==> src/rtl/axi_lite_if.sv <==
// AXI-Lite style register bus: decoupled write address/data, write response and read channels.
interface axi_lite_if #(
  parameter int ADDR_WIDTH = 5,
  parameter int DATA_WIDTH = 32
);
  logic [ADDR_WIDTH-1:0] waddr;
  logic                  wavalid;
  logic                  waready;
  logic [DATA_WIDTH-1:0] wdata;
  logic                  wvalid;
  logic                  wready;
  logic [1:0]            bdata;
  logic                  bvalid;
  logic                  bready;
  logic [ADDR_WIDTH-1:0] raddr;
  logic                  arvalid;
  logic                  arready;
  logic [DATA_WIDTH-1:0] rdata;
  logic                  rvalid;
  logic                  rready;

  modport master (
    output waddr, wavalid, wdata, wvalid, bready, raddr, arvalid, rready,
    input  waready, wready, bdata, bvalid, arready, rdata, rvalid
  );

  modport slave (
    input  waddr, wavalid, wdata, wvalid, bready, raddr, arvalid, rready,
    output waready, wready, bdata, bvalid, arready, rdata, rvalid
  );
endinterface

==> src/rtl/axi_lite_reg_slave.sv <==
// Register-bank responder: NUM_REGS word registers with flat contents and per-register write pulses.
// Write address and data land in independent one-entry slots and commit once both are full.
module axi_lite_reg_slave #(
  parameter int                    ADDR_WIDTH = 5,
  parameter int                    DATA_WIDTH = 32,
  parameter int                    NUM_REGS   = 6,
  parameter logic [DATA_WIDTH-1:0] RESET_VAL  = '0
) (
  input  logic                           clk,
  input  logic                           rst_n,
  axi_lite_if.slave                      s_axi,
  output logic [NUM_REGS*DATA_WIDTH-1:0] regs_o,
  output logic [NUM_REGS-1:0]            wr_pulse_o
);
  localparam int                IDX_W      = ADDR_WIDTH - 2;
  localparam logic [IDX_W:0]    NUM_REGS_W = (IDX_W+1)'(NUM_REGS);

  typedef enum logic [1:0] {
    RESP_OKAY   = 2'd0,
    RESP_SLVERR = 2'd2
  } resp_t;

  logic                  aw_held_reg, aw_held_next;
  logic                  w_held_reg, w_held_next;
  logic [IDX_W-1:0]      aw_idx_reg;
  logic [DATA_WIDTH-1:0] w_data_reg;
  logic                  waready_reg;
  logic                  wready_reg;
  logic                  bvalid_reg, bvalid_next;
  resp_t                 bresp_reg, bresp_next;
  logic                  rvalid_reg, rvalid_next;
  logic [DATA_WIDTH-1:0] rdata_reg, rdata_next;
  logic [NUM_REGS-1:0]   wr_pulse_reg;
  logic [NUM_REGS-1:0]   reg_we;
  logic [DATA_WIDTH-1:0] rd_val;
  logic [IDX_W-1:0]      ar_idx;
  logic                  aw_hs, w_hs, ar_hs, commit, aw_in_range, arready_int;

  // Byte-offset bits are ignored: unaligned addresses alias to their word.
  logic unused_addr_bits;
  assign unused_addr_bits = ^{s_axi.waddr[1:0], s_axi.raddr[1:0]};

  assign ar_idx      = s_axi.raddr[ADDR_WIDTH-1:2];
  assign aw_hs       = s_axi.wavalid && waready_reg;
  assign w_hs        = s_axi.wvalid && wready_reg;
  assign commit      = aw_held_reg && w_held_reg && (!bvalid_reg || s_axi.bready);
  assign aw_in_range = {1'b0, aw_idx_reg} < NUM_REGS_W;
  assign arready_int = rst_n && (!rvalid_reg || s_axi.rready);
  assign ar_hs       = s_axi.arvalid && arready_int;

  assign s_axi.waready = waready_reg;
  assign s_axi.wready  = wready_reg;
  assign s_axi.bvalid  = bvalid_reg;
  assign s_axi.bdata   = bresp_reg;
  assign s_axi.arready = arready_int;
  assign s_axi.rvalid  = rvalid_reg;
  assign s_axi.rdata   = rdata_reg;
  assign wr_pulse_o    = wr_pulse_reg;

  for (genvar gi = 0; gi < NUM_REGS; gi++) begin : g_reg
    logic [DATA_WIDTH-1:0] value_reg;

    // Out-of-range indices never match any gi, so they write nothing.
    assign reg_we[gi] = commit && (aw_idx_reg == IDX_W'(gi));
    assign regs_o[gi*DATA_WIDTH +: DATA_WIDTH] = value_reg;

    always_ff @(posedge clk or negedge rst_n) begin
      if (!rst_n) begin
        value_reg <= RESET_VAL;
      end else if (reg_we[gi]) begin
        value_reg <= w_data_reg;
      end
    end
  end

  always_comb begin
    rd_val = '0;
    for (int i = 0; i < NUM_REGS; i++) begin
      if (ar_idx == IDX_W'(i)) rd_val = regs_o[i*DATA_WIDTH +: DATA_WIDTH];
    end
  end

  always_comb begin
    aw_held_next = aw_held_reg;
    w_held_next  = w_held_reg;
    bvalid_next  = bvalid_reg;
    bresp_next   = bresp_reg;
    rvalid_next  = rvalid_reg;
    rdata_next   = rdata_reg;
    if (s_axi.bready) bvalid_next = 1'b0;
    // A commit in the same cycle as a bready handshake replaces the response.
    if (commit) begin
      aw_held_next = 1'b0;
      w_held_next  = 1'b0;
      bvalid_next  = 1'b1;
      bresp_next   = aw_in_range ? RESP_OKAY : RESP_SLVERR;
    end
    if (aw_hs) aw_held_next = 1'b1;
    if (w_hs)  w_held_next  = 1'b1;
    if (s_axi.rready) rvalid_next = 1'b0;
    if (ar_hs) begin
      rvalid_next = 1'b1;
      rdata_next  = rd_val;
    end
  end

  always_ff @(posedge clk or negedge rst_n) begin
    if (!rst_n) begin
      aw_held_reg  <= 1'b0;
      w_held_reg   <= 1'b0;
      aw_idx_reg   <= '0;
      w_data_reg   <= '0;
      waready_reg  <= 1'b0;
      wready_reg   <= 1'b0;
      bvalid_reg   <= 1'b0;
      bresp_reg    <= RESP_OKAY;
      rvalid_reg   <= 1'b0;
      rdata_reg    <= '0;
      wr_pulse_reg <= '0;
    end else begin
      aw_held_reg  <= aw_held_next;
      w_held_reg   <= w_held_next;
      waready_reg  <= !aw_held_next;
      wready_reg   <= !w_held_next;
      bvalid_reg   <= bvalid_next;
      bresp_reg    <= bresp_next;
      rvalid_reg   <= rvalid_next;
      rdata_reg    <= rdata_next;
      wr_pulse_reg <= reg_we;
      if (aw_hs) aw_idx_reg <= s_axi.waddr[ADDR_WIDTH-1:2];
      if (w_hs)  w_data_reg <= s_axi.wdata;
    end
  end
endmodule

==> src/flat_wrapper.sv <==
// flat-port wrapper written by rule: the top's interface ports become plain ports
module axi_lite_reg_slave_flat 
#(
  parameter int                    ADDR_WIDTH = 5,
  parameter int                    DATA_WIDTH = 32,
  parameter int                    NUM_REGS   = 6,
  parameter logic [DATA_WIDTH-1:0] RESET_VAL  = '0
)
  (clk, rst_n, regs_o, wr_pulse_o, s_axi_waddr, s_axi_wavalid, s_axi_wdata, s_axi_wvalid, s_axi_bready, s_axi_raddr, s_axi_arvalid, s_axi_rready, s_axi_waready, s_axi_wready, s_axi_bdata, s_axi_bvalid, s_axi_arready, s_axi_rdata, s_axi_rvalid);
  axi_lite_if #(.ADDR_WIDTH(ADDR_WIDTH), .DATA_WIDTH(DATA_WIDTH)) s_axi_i ();
  input  logic clk;
  input  logic rst_n;
  output logic [NUM_REGS*DATA_WIDTH-1:0] regs_o;
  output logic [NUM_REGS-1:0] wr_pulse_o;
  input wire logic [$bits(s_axi_i.waddr)-1:0] s_axi_waddr;
  input wire logic [$bits(s_axi_i.wavalid)-1:0] s_axi_wavalid;
  input wire logic [$bits(s_axi_i.wdata)-1:0] s_axi_wdata;
  input wire logic [$bits(s_axi_i.wvalid)-1:0] s_axi_wvalid;
  input wire logic [$bits(s_axi_i.bready)-1:0] s_axi_bready;
  input wire logic [$bits(s_axi_i.raddr)-1:0] s_axi_raddr;
  input wire logic [$bits(s_axi_i.arvalid)-1:0] s_axi_arvalid;
  input wire logic [$bits(s_axi_i.rready)-1:0] s_axi_rready;
  output wire logic [$bits(s_axi_i.waready)-1:0] s_axi_waready;
  output wire logic [$bits(s_axi_i.wready)-1:0] s_axi_wready;
  output wire logic [$bits(s_axi_i.bdata)-1:0] s_axi_bdata;
  output wire logic [$bits(s_axi_i.bvalid)-1:0] s_axi_bvalid;
  output wire logic [$bits(s_axi_i.arready)-1:0] s_axi_arready;
  output wire logic [$bits(s_axi_i.rdata)-1:0] s_axi_rdata;
  output wire logic [$bits(s_axi_i.rvalid)-1:0] s_axi_rvalid;
  assign s_axi_i.waddr = s_axi_waddr;
  assign s_axi_i.wavalid = s_axi_wavalid;
  assign s_axi_i.wdata = s_axi_wdata;
  assign s_axi_i.wvalid = s_axi_wvalid;
  assign s_axi_i.bready = s_axi_bready;
  assign s_axi_i.raddr = s_axi_raddr;
  assign s_axi_i.arvalid = s_axi_arvalid;
  assign s_axi_i.rready = s_axi_rready;
  assign s_axi_waready = s_axi_i.waready;
  assign s_axi_wready = s_axi_i.wready;
  assign s_axi_bdata = s_axi_i.bdata;
  assign s_axi_bvalid = s_axi_i.bvalid;
  assign s_axi_arready = s_axi_i.arready;
  assign s_axi_rdata = s_axi_i.rdata;
  assign s_axi_rvalid = s_axi_i.rvalid;
  axi_lite_reg_slave #(.ADDR_WIDTH(ADDR_WIDTH), .DATA_WIDTH(DATA_WIDTH), .NUM_REGS(NUM_REGS), .RESET_VAL(RESET_VAL)) u_core (.clk(clk), .rst_n(rst_n), .s_axi(s_axi_i), .regs_o(regs_o), .wr_pulse_o(wr_pulse_o));
endmodule
==> config.mk <==
export PLATFORM = sky130hd
export DESIGN_NAME = axi_lite_reg_slave_flat
export DESIGN_NICKNAME = d
export VERILOG_FILES = /design/src/rtl/axi_lite_if.sv /design/src/rtl/axi_lite_reg_slave.sv /design/src/flat_wrapper.sv
export SDC_FILE = /design/constraint.sdc
export NUM_CORES = 1
export LEC_CHECK = 0
export ABC_AREA = 1
export BUFFER_PORTS_ARGS = -buffer_cell sky130_fd_sc_hd__buf_2
export CAP_MARGIN = 20
export CORE_MARGIN = 2
export CORE_UTILIZATION = 57
export DETAILED_ROUTE_END_ITERATION = 12
export PLACE_DENSITY_LB_ADDON = 0.3
export SKIP_CTS_REPAIR_TIMING = 1
export SLEW_MARGIN = 20
export SYNTH_ARGS = -nofsm -noshare
export SYNTH_HDL_FRONTEND = slang
export SYNTH_SLANG_ARGS = --single-unit
==> constraint.sdc <==
create_clock -name clk -period 3.86 [get_ports clk]
set_input_delay 0.772 -clock clk [delete_from_list [all_inputs] [get_ports clk]]
set_output_delay 0.772 -clock clk [all_outputs]
set_load 0.005 [all_outputs]
==> impl_metrics.py <==
metrics = {
    "sta": {
        "clock.fmax_mhz": 367,
        "period_needed_ns": 2.73,
        "setup_viol": 0,
        "finalSetupTns_ns": 0,
        "timing.final.crit_share_pct": 70.6,
        "rsz0062_at_grt": "no",
        "slew_headroom_pct": 30.1,
        "skew_ns": 0.0104,
        "drv_slew": 0,
        "whs_ns": 0.0789,
        "worst-slew-pin-transition_ns": 1.05,
        "finalHoldViolCount": 0,
    },
    "pwr": {
        "sequentialPowerShare_pct": 45.3,
        "leakagePower_nw": 7.66,
        "ir_worst_vdd_mv": 0.538,
        "clockPowerShare_pct": 23.6,
        "p_per_area_nw_per_um2": 811,
        "p_int_mw": 7.10,
        "p_sw_mw": 4.09,
        "p_comb_share_pct": 31.2,
        "p_sw_share_pct": 36.5,
    },
    "floorplanning": {
        "num_io_pins": 286,
        "core_um2": 19500,
        "floorplan.initialDensity_pct": 58.1,
        "die_h_um": 145,
        "die_x_um": 145,
        "die_area_um2": 21000,
        "num_rows": 51,
    },
    "synthesis": {
        "yosysSeqAreaShare_pct": 60.2,
        "synthCells": 1336,
        "ys_ff_latch": 272,
        "yosys.area.top_type_share_pct": 60.2,
        "synthesis.nets": 1385,
        "synth_edf_count": 0,
        "synth_cell_types": 19,
        "yosysMostFrequentCell": "nand2_1",
        "ys_warn_count": 0,
        "synth_ff_type": "dfrtp_1",
        "yosys-top-cells-count": "nand2_1, dfrtp_1, o21ai_0",
        "avgSynthCellArea_um2": 8.47,
        "syn_area_um2": 11300,
        "yosys-top-cells-area": "dfrtp_1, nand2_1, o21ai_0, nor2_1, a21oi_1",
        "ys_async_sr_fraction_pct": 100,
        "synth_top_area_cell": "dfrtp_1",
    },
    "clock_network": {
        "clock_sinks": 272,
        "h-tree-depth": 1,
        "clk_pin_slew_ns": 0.06,
        "cts_max_path_buffers": 3,
        "cts-buffers-inserted": 27,
        "root_buffer": "clkbuf_16",
        "clk_latency_ns": 0.53,
        "cts_tree": "built",
    },
    "detailed_routing": {
        "ant_nets": 0,
        "num_vias": 10222,
        "wl_um": 33300,
        "vias_per_cell": 5.48,
        "drt_iter0_drc": 851,
        "routedWlPerCell_um": 17.9,
        "dr.pass1.iters": 6,
        "drcViolationCount": 0,
    },
    "finish": {
        "fin_util_pct": 70.8,
        "stdcell_area_um2": 13800,
        "final_nets": 1631,
        "final_cells": 1867,
        "syn_to_final_growth_pct": 21.8,
        "largest_reg_flops": 192,
        "drive_gt1_share_pct": 22.1,
    },
    "setup_path": {
        "end_kind": "flop",
        "cp_max_fo": 40,
        "required_ns": 4.32,
        "r2r-end": "u_core.g_reg[1].value_reg[7]",
        "startpoint_type": "primary input",
        "max_stage_delay_ns": 0.88,
        "worstReg2RegStart": "u_core.s_axi.bvalid",
        "cp_num_buf_inv": 3,
        "reg2regPathDepth": 6,
        "timing.critical_path.arrival_ns": 3.19,
        "rrSetupSlack_ns": 1.72,
        "worst_path_most_repeated_cell": "nand2_1",
        "critPathKind": "in -> reg",
        "crit_chain": "buf_2 > inv_2 > buf_4 > nand3_2 > o21ai_0 > nor2_1 > nand2_1 > nand2_1 > nand2_1",
        "critPathTopFamily": "simple AND/OR/NAND/NOR gates",
        "crit_path_top_delay_cell": "nand3_2",
    },
    "job": {
        "max_cap_viol_count": 0,
    },
    "placed_design": {
        "dpl.hpwl_um": 20500,
        "place_area_um2": 12900,
        "port_buffers": 280,
        "placed_cells": 1818,
        "gp_congestion": 0.853,
    },
    "global_routing": {
        "grt_max_degree": 77,
        "first_global_vias": 9642,
        "grt-ovfl-total": 0,
        "grt_pass1_wl_um": 52000,
        "track_usage_pct": 31.2,
        "antenna_found_initial": 3,
    },
    "worst_hold_path": {
        "hold_class": "in -> async",
    },
    "status": {
        "status": "complete, no violations",
    },
}
## routing by layer
| metal | track usage [%] | part of all wire (%) |
|---|---|---|
| met1 | 43.1 | 41 |
| met2 | 49.9 | 47 |
| met3 | 6.73 | 9.9 |
| met4 | 9.90 | 2.4 |
| met5 | 0 | 0.063 |
## cell usage in the layout, fill, tap and decap left out
master,instances
buf_2,279
bufinv_16,2
nor2_1,138
conb_1,1
nand2_2,3
clkbuf_1,5
a21boi_0,1
clkinv_2,6
clkbuf_16,27
nand3_2,2
nand3_1,33
inv_1,79
buf_12,1
nor3_4,2
inv_6,1
a21oi_1,60
nor3_1,1
o31ai_1,1
nand2_1,420
buf_4,18
nor2_4,2
inv_2,3
o21ai_1,9
buf_8,1
diode_2,1
clkbuf_8,7
dfrtp_1,272
nand4_1,19
o21ai_0,208
## kinds of logic (layout without fill, tap and decap cells)
| family | after synthesis | after routing | share of synthesized area [%] |
|---|---|---|---|
| AND/OR/NAND/NOR | 620 | 620 | 21.5 |
| AO/OA/AOI/OAI | 279 | 279 | 12.4 |
| other | 1 | 2 | 0.0331 |
| flip-flops | 272 | 272 | 60.2 |
| buffers and inverters | 164 | 429 | 5.94 |
## worst reg2reg max path, stage by stage, from the launching register on
cell and delay [ns]:
dfrtp_1 0.38, nand2_1 0.08, nand3_1 0.18, inv_1 0.21, nand4_1 0.52, buf_12 0.42, o21ai_0 0.26
## area by class of cell
class	instances	area, um^2
inverters	82	308
clock buffers	39	791
clock inverters	9	98.8
repair buffers	299	1570
well taps	265	332
multi-input cells	900	3880
fillers	1490	5680
diodes	1	2.50
flip-flops and latches	272	6810
## worst max path at each step
stage / startpoint / endpoint / slack, ns / cells past startpoint
floorplan: s_axi_bready / u_core.g_reg[0].value_reg[22] / 2.03 / 9
global placement: s_axi_raddr[4] / u_core.s_axi.rdata[26] / 0.75 / 9
detailed placement: s_axi_raddr[4] / u_core.s_axi.rdata[7] / 0.70 / 9
CTS: s_axi_raddr[4] / u_core.s_axi.rdata[8] / 1.21 / 9
global route: s_axi_raddr[4] / u_core.s_axi.rdata[6] / 1.08 / 9
finish: s_axi_raddr[4] / u_core.s_axi.rdata[8] / 1.13 / 9
## per-stage QoR
stage / worst slack (ns) / total power, mW
detailed placement: 0.703 / 8.52
global route: 1.08 / 11.9
CTS: 1.21 / 11.2
floorplan: 2.03 / 6.64
global placement: 0.752 / 8.35
finish: 1.13 / 11.2
## power by group through the flow
| stage | registers [mW] | clock network, mW | logic (mW) |
|---|---|---|---|
| after global routing | 5.22 | 2.79 | 3.92 |
| after global placement | 5.02 | 0 | 3.33 |
| final | 5.07 | 2.63 | 3.48 |
| after CTS | 5.03 | 2.64 | 3.50 |
| after detailed placement | 5.06 | 0 | 3.46 |
| after floorplan | 5.03 | 0 | 1.60 |
No activity file was read; power rests on OpenSTA's default activity.
